**src/rtl/duty_meas_pkg.sv**
```systemverilog
// Shared types and sizing helpers for the duty-cycle measurement block.
`timescale 1ns/1ps
package duty_meas_pkg;

    typedef enum logic {
        IDLE = 1'b0,
        MEAS = 1'b1
    } state_e;

    localparam int unsigned DEF_EXP_NUM = 3;
    localparam int unsigned DEF_EXP_DEN = 4;

    // Ratio products need 8 extra bits so a counter times an 8-bit ratio term never truncates.
    function automatic int unsigned prod_w(input int unsigned cnt_w);
        return cnt_w + 8;
    endfunction

endpackage

```
**src/rtl/duty_meas_edge_detect_rise.sv**
```systemverilog
// Rising-edge detector for a clk-synchronous level.
// The held sample resets to 1 so a level already high at reset release is not an edge.
`timescale 1ns/1ps
module edge_detect_rise (
    input  logic clk,
    input  logic rst_n,
    input  logic sig_in,
    output logic rise
);

    logic sig_d;

    always_ff @(posedge clk or negedge rst_n) begin
        if (!rst_n) begin
            sig_d <= 1'b1;
        end else begin
            sig_d <= sig_in;
        end
    end

    assign rise = sig_in & ~sig_d;

endmodule

```
**src/rtl/duty_cycle_meter.sv**
```systemverilog
// Measures period and high time of sig_in between consecutive rising edges,
// compares the ratio against EXP_NUM/EXP_DEN and flags an input with no edges.
`timescale 1ns/1ps
module duty_cycle_meter
    import duty_meas_pkg::*;
#(
    parameter int unsigned CNT_W   = 8,
    parameter int unsigned EXP_NUM = DEF_EXP_NUM,
    parameter int unsigned EXP_DEN = DEF_EXP_DEN
) (
    input  logic             clk,
    input  logic             rst_n,
    input  logic             sig_in,
    output logic [CNT_W-1:0] period_cnt,
    output logic [CNT_W-1:0] high_cnt,
    output logic             meas_valid,
    output logic             duty_match,
    output logic             stuck
);

    localparam int unsigned      PROD_W  = prod_w(CNT_W);
    localparam logic [CNT_W-1:0] CNT_MAX = '1;
    localparam logic [CNT_W-1:0] CNT_ONE = CNT_W'(1);

    state_e             state;
    logic [CNT_W-1:0]   per_acc;
    logic [CNT_W-1:0]   hi_acc;
    logic               rise;
    logic [PROD_W-1:0]  hi_prod_c;
    logic [PROD_W-1:0]  per_prod_c;
    logic               match_c;

    edge_detect_rise u_edge (
        .clk    (clk),
        .rst_n  (rst_n),
        .sig_in (sig_in),
        .rise   (rise)
    );

    // Cross-multiplied ratio compare avoids any division.
    always_comb begin
        hi_prod_c  = PROD_W'(hi_acc)  * PROD_W'(EXP_DEN);
        per_prod_c = PROD_W'(per_acc) * PROD_W'(EXP_NUM);
        match_c    = (hi_prod_c == per_prod_c);
    end

    always_ff @(posedge clk or negedge rst_n) begin
        if (!rst_n) begin
            state      <= IDLE;
            per_acc    <= '0;
            hi_acc     <= '0;
            period_cnt <= '0;
            high_cnt   <= '0;
            meas_valid <= 1'b0;
            duty_match <= 1'b0;
            stuck      <= 1'b0;
        end else begin
            meas_valid <= 1'b0;
            case (state)
                IDLE: begin
                    if (rise) begin
                        per_acc <= CNT_ONE;
                        hi_acc  <= CNT_ONE;
                        state   <= MEAS;
                    end
                end
                MEAS: begin
                    // A rise on the timeout cycle still closes the period normally.
                    if (rise) begin
                        period_cnt <= per_acc;
                        high_cnt   <= hi_acc;
                        duty_match <= match_c;
                        meas_valid <= 1'b1;
                        stuck      <= 1'b0;
                        per_acc    <= CNT_ONE;
                        hi_acc     <= CNT_ONE;
                    end else if (per_acc == CNT_MAX) begin
                        stuck   <= 1'b1;
                        per_acc <= '0;
                        hi_acc  <= '0;
                        state   <= IDLE;
                    end else begin
                        per_acc <= per_acc + CNT_ONE;
                        hi_acc  <= hi_acc + CNT_W'(sig_in);
                    end
                end
            endcase
        end
    end

endmodule

```
**config.mk**
```make
export PLATFORM = sky130hd
export DESIGN_NAME = duty_cycle_meter
export DESIGN_NICKNAME = d
export VERILOG_FILES = /design/src/rtl/duty_meas_pkg.sv /design/src/rtl/duty_meas_edge_detect_rise.sv /design/src/rtl/duty_cycle_meter.sv
export SDC_FILE = /design/constraint.sdc
export NUM_CORES = 1
export LEC_CHECK = 0
export ABC_AREA = 1
export CAP_MARGIN = 10
export CORE_MARGIN = 2
export CORE_UTILIZATION = 63
export CTS_BUF_LIST = sky130_fd_sc_hd__clkbuf_2
export DETAILED_ROUTE_END_ITERATION = 10
export PLACE_DENSITY = 0.95
export SLEW_MARGIN = 40
export SYNTH_ARGS = -nofsm -noshare
export SYNTH_HDL_FRONTEND = slang
export SYNTH_HIERARCHICAL = 1
export SYNTH_SLANG_ARGS = --single-unit
```
**constraint.sdc**
```tcl
create_clock -name clk -period 5.5 [get_ports clk]
set_clock_uncertainty 0.05 [all_clocks]
set_input_delay 0.825 -clock clk [delete_from_list [all_inputs] [get_ports clk]]
set_output_delay 0.825 -clock clk [all_outputs]
set_load 0.005 [all_outputs]
```
[Yosys cells after proc, flatten, opt, wreduce, memory -nomap -nowiden]
Index checks and enable logic that the tools add are counted.
Storage, ports and cells
  register bits after elaboration: 37
  logic and storage cells: 35
Operators by class
  add/sub/neg operators: 2
  multipliers: 1
  equality and inequality tests: 3
  muxes and demuxes: 14
  bitwise gates (word level): 3
  reductions and logical operators: 3
Operators by type and width (number)
  2-to-1 mux 8 bit: 5
  case mux 8 bit (2 select lines): 2
  equality test 10 bit: 1
  multiplier 8 x 2 -> 10 bit, second input constant: 1
  adder 8 x 1 -> 8 bit: 1
  adder 8 x 1 -> 8 bit, second input constant: 1
  equality test 8 bit, second input constant: 1
  2-to-1 mux 1 bit: 6
  AND reduction 2 bit: 2
  != test 2 bit, second input constant: 1
  inverter 1 bit: 2
  case mux 1 bit (2 select lines): 1
  nonzero test 2 bit: 1
  AND 1 bit: 1

[Logic depth before layout (Yosys ltp)]
  word-level depth: 4
  gate-level depth with buffers: 12
  depth with buffers taken out: 12

[Cells and area by module]
Netlist, hierarchy kept.
Modules (own cells, without submodules)
  duty_cycle_meter: times used 1, cells an instance 244, area each 2005.7 um^2, seq. area each 900.9 um^2
  edge_detect_rise: times used 1, cells an instance 3, area each 36.3 um^2, seq. area each 26.3 um^2

[Worst setup path after synthesis]
No wires, ideal clock.
  path kind: register to register
  start point: reg per_acc[1]
  end point: reg duty_match
  arrival time: 1.721 ns
  data required time: 5.385 ns
  setup slack: 3.664 ns
  stages on the path, launching flop included: 13
  buffers on the path: 0
  period minus slack after synthesis: 1.836 ns
  path through: dfrtp_1 -> ha_1 -> fa_1 -> inv_1 -> nand2_1 -> nand2_1 -> nor2_1 -> nand3_1 -> nor2_1 -> nand2_1 -> nor2_1 -> nand3_1 -> nand2_1
Between the ends
  longest elaborated chain between the ends: 2
Ends and longest elaborated chain
  from (decl): line duty_cycle_meter.sv:26  | logic [CNT_W-1:0] per_acc;
  from (signal assigned): line duty_cycle_meter.sv:83  | per_acc <= per_acc + CNT_ONE;
  multiplier 8 x 2 -> 10 bit: line duty_cycle_meter.sv:43  | per_prod_c = PROD_W'(per_acc) * PROD_W'(EXP_NUM);
  equality test 10 bit: line duty_cycle_meter.sv:44  | match_c = (hi_prod_c == per_prod_c);
  to (signal assigned): line duty_cycle_meter.sv:72  | duty_match <= match_c;
  to (decl): line duty_cycle_meter.sv:17  | output logic duty_match,
Every way passes these cells.
A chain may end at the register's enable or synchronous reset.

[Worst setup path in the final report]
  start point: in sig_in
  end point: reg hi_acc[6]
Between the ends
  longest elaborated chain between the ends: 4
  elaborated cells on any way between the ends: 6
  classes of those cells: add/sub: 1; eq/ne: 1; mux: 3; bitwise: 1
Ends and longest elaborated chain
  from (decl): line duty_cycle_meter.sv:13  | input logic sig_in,
  adder 8 x 1 -> 8 bit: line duty_cycle_meter.sv:84  | hi_acc <= hi_acc + CNT_W'(sig_in);
  2-to-1 mux 8 bit: line duty_cycle_meter.sv:77  | end else if (per_acc == CNT_MAX) begin
  2-to-1 mux 8 bit: line duty_cycle_meter.sv:69  | if (rise) begin
  case mux 8 bit (2 select lines): line duty_cycle_meter.sv:59  | case (state)
  to (signal assigned): line duty_cycle_meter.sv:84
  to (decl): line duty_cycle_meter.sv:27  | logic [CNT_W-1:0] hi_acc;
Parallel ways exist; a longest one is shown, timed or not.

==> results_dict.tcl <==
set metrics [dict create \
    outcome "completed" \
    clock_path_buffers 2 \
    clkLatencyLatePin_ns 0.37 \
    placed_area_um2 2290 \
    synthTopCellsByArea "dfrtp_1 (44%), nand2_1 (12%), ha_1 (6.7%), inv_1 (6.1%), o21ai_0 (5.1%)" \
    ctsHtreeMaxLevel 2 \
    synthMostInstantiatedCell "nand2_1" \
    hpwlAfterDp_um 2900 \
    holdPathEnd "duty_match" \
    worst-r2r-setup-slack_ns 3.37 \
    synth_cell_types 27 \
    r2r_start "per_acc[0]" \
    p_leak_nw 1.13 \
    synth_area_um2 2040 \
    synth-main-ff-cell "dfrtp_1" \
    postCtsHoldBufs 0 \
    maxSlewHeadroom_pct 65.2 \
    avgSynthCellArea_um2 8.27 \
    synth.largest_area_cell "dfrtp_1" \
    synth_top_family_by_area "simple AND/OR/NAND/NOR gates" \
    cts_num_sinks 37 \
    crit_fanout 3 \
    min_from "duty_match" \
    critPathRequiredTime_ns 5.73 \
    postCtsResizedCells 0 \
    fill_cells 241 \
    numPortBuffers 21 \
    n_antenna_cell 0 \
    rsz0062_at_grt "false" \
    synthTopCellsByCount "nand2_1 (65), dfrtp_1 (36), inv_1 (33)" \
    syn_to_final_growth_pct 14.4 \
    routed.top_layer "met4" \
    wl_um 3900 \
    ys_seq_elements 37 \
    synth-edff-count 0 \
    cts_buffers 5 \
    layout.nets 286 \
    yosysTopAreaCellShare_pct 44.1 \
    crit_path_end_kind "flip-flop" \
    grt_pass1_vias 1549 \
    drt_pass1_iterations 4 \
    grt_usage_pct 24.3 \
    final-hold-violation-count 0 \
    synthAdderAreaFrac_pct 7.72 \
    drv_slew 0 \
    cts_root_buffer "clkbuf_2" \
    cts.clk_slew.worst_paths_ns 0.16 \
    antenna_left 0 \
    fin_crit_ns 2.16 \
    ios 22 \
    fin_area_um2 2340 \
    core_area_um2 3080 \
    power_density_nw_per_um2 318 \
    hp-class "flip-flop to flip-flop" \
    fin_tns_setup_ns 0 \
    p_total_uw 744 \
    vias_per_cell 5.25 \
    die_w_um 60.9 \
    cts_tree "built" \
    drc 0 \
    row_count 20 \
    r2r_cells 12 \
    fp.dieArea_um2 3710 \
    drt-initial-drc-count 56 \
    start_util_pct 66.3 \
    wl_per_cell_um 12.4 \
    synth_nets 262 \
    place_congestion 0.870 \
    netlist_instances 247 \
    grt_max_degree 38 \
    tightest_slew_ns 0.520 \
    wl_met2_um 1930 \
    antenna_found_initial 0 \
    synth_warnings 6 \
    die_y_um 60.9 \
    setup_viol 0 \
    ir_drop_v 0.000312 \
    async_flop_share_pct 100 \
    synthMuxAreaShare_pct 0 \
    maxCapViolCount 0 \
    wl_met3_um 129 \
    max_freq_ghz 0.464 \
    period_share_pct 39.2 \
    critical_path_arrival_ns 2.39 \
    synth_compound_area_share_pct 10.5 \
    synth_xor_area_share_pct 6.00 \
    overflow 0 \
    critPathKind "primary input to flip-flop" \
    grt_pass1_wl_um 6640 \
    yosysSeqAreaShare_pct 45.4 \
    rr_endpoint "duty_match" \
    synthSimpleGateAreaFrac_pct 22.8 \
    holdPathStages 2 \
    place_inst 308 \
    cp-start-kind "primary input" \
    final_util_pct 75.9 \
    wl_met1_um 1770 \
    drive_above_1_share_pct 8.82 \
    stdcell_count 316 \
    via_count 1660 \
    cts_setup_buffers 0 \
]
==> cell usage in the layout, fill, tap and decap left out, drive strengths merged <==
| cell type | instances |
|---|---|
| a21oi | 4 |
| a31oi | 1 |
| buf | 1 |
| clkbuf | 7 |
| clkdlybuf4s50 | 21 |
| clkinv | 1 |
| dfrtp | 36 |
| dfstp | 1 |
| fa | 1 |
| ha | 11 |
| inv | 35 |
| nand2 | 69 |
| nand3 | 16 |
| nand3b | 3 |
| nor2 | 16 |
| o211ai | 1 |
| o21ai | 24 |
| o22ai | 9 |
| or2 | 1 |
| xnor2 | 6 |
| xor2 | 8 |
==> layout make-up <==
class | instances | area, um2 | share of cell area (%)
clock inverter | 1 | 5.00 | 0.214
multi-input combinational | 170 | 962 | 41.2
inverter | 35 | 134 | 5.73
sequential | 37 | 927 | 39.7
timing repair buffer | 22 | 218 | 9.32
clock buffer | 7 | 35.0 | 1.50
tap | 44 | 55.1 | 2.36
==> power by group <==
group	total [mW]	internal [mW]	switching, mW	leakage (nW)
Sequential	0.358	0.316	0.0418	0.486
Clock	0.120	0.0348	0.0852	0.0330
Combinational	0.266	0.124	0.142	0.607
==> registers in the layout, indices dropped and copies added, names as in the netlist <==
signal	cells
period_cnt	8
u_edge/sig_d	1
state	1
duty_match	1
high_cnt	8
stuck	1
hi_acc	8
per_acc	8
meas_valid	1
==> worst max-delay path, stage by stage <==
cell and delay, ns:
clkdlybuf4s50_1 0.50, ha_1 0.20, ha_1 0.20, nand3_1 0.13, nor2_1 0.12, nand2_1 0.09, a21oi_1 0.17, o21ai_1 0.09
o21ai_0 0.07
==> cells by family after synthesis <==
group | count (synthesis)
adder cells (fa/ha/maj) | 12
AO/OA/AOI/OAI | 39
XOR/XNOR | 14
buffers and inverters | 40
AND/OR/NAND/NOR | 105
flip-flops | 37
==> metal layers <==
layer | GRT usage [%] | up-vias
met5 | 0 | -
met4 | 9.94 | 0
met3 | 4.90 | 8
met2 | 41.8 | 35
met1 | 29.9 | 778
li1 | - | 839
==> worst max-delay path by stage <==
| stage | start | end | slack [ns] |
|---|---|---|---|
| after floorplan | per_acc[1] | duty_match | 3.66 |
| after global placement | sig_in | high_cnt[7] | 2.86 |
| after detailed placement | sig_in | period_cnt[2] | 2.69 |
| after CTS | sig_in | high_cnt[5] | 3.11 |
| after global routing | sig_in | hi_acc[6] | 3.19 |
| final | sig_in | hi_acc[6] | 3.34 |
==> through the flow <==
| stage | hold WS (ns) | setup slack (ns) |
|---|---|---|
| CTS | 0.456 | 3.11 |
| detailed placement | 0.421 | 2.69 |
| floorplan | 0.423 | 3.66 |
| global route | 0.491 | 3.19 |
| global placement | 0.415 | 2.86 |
| finish | 0.455 | 3.34 |
No activity file was read; power rests on OpenSTA's default activity.
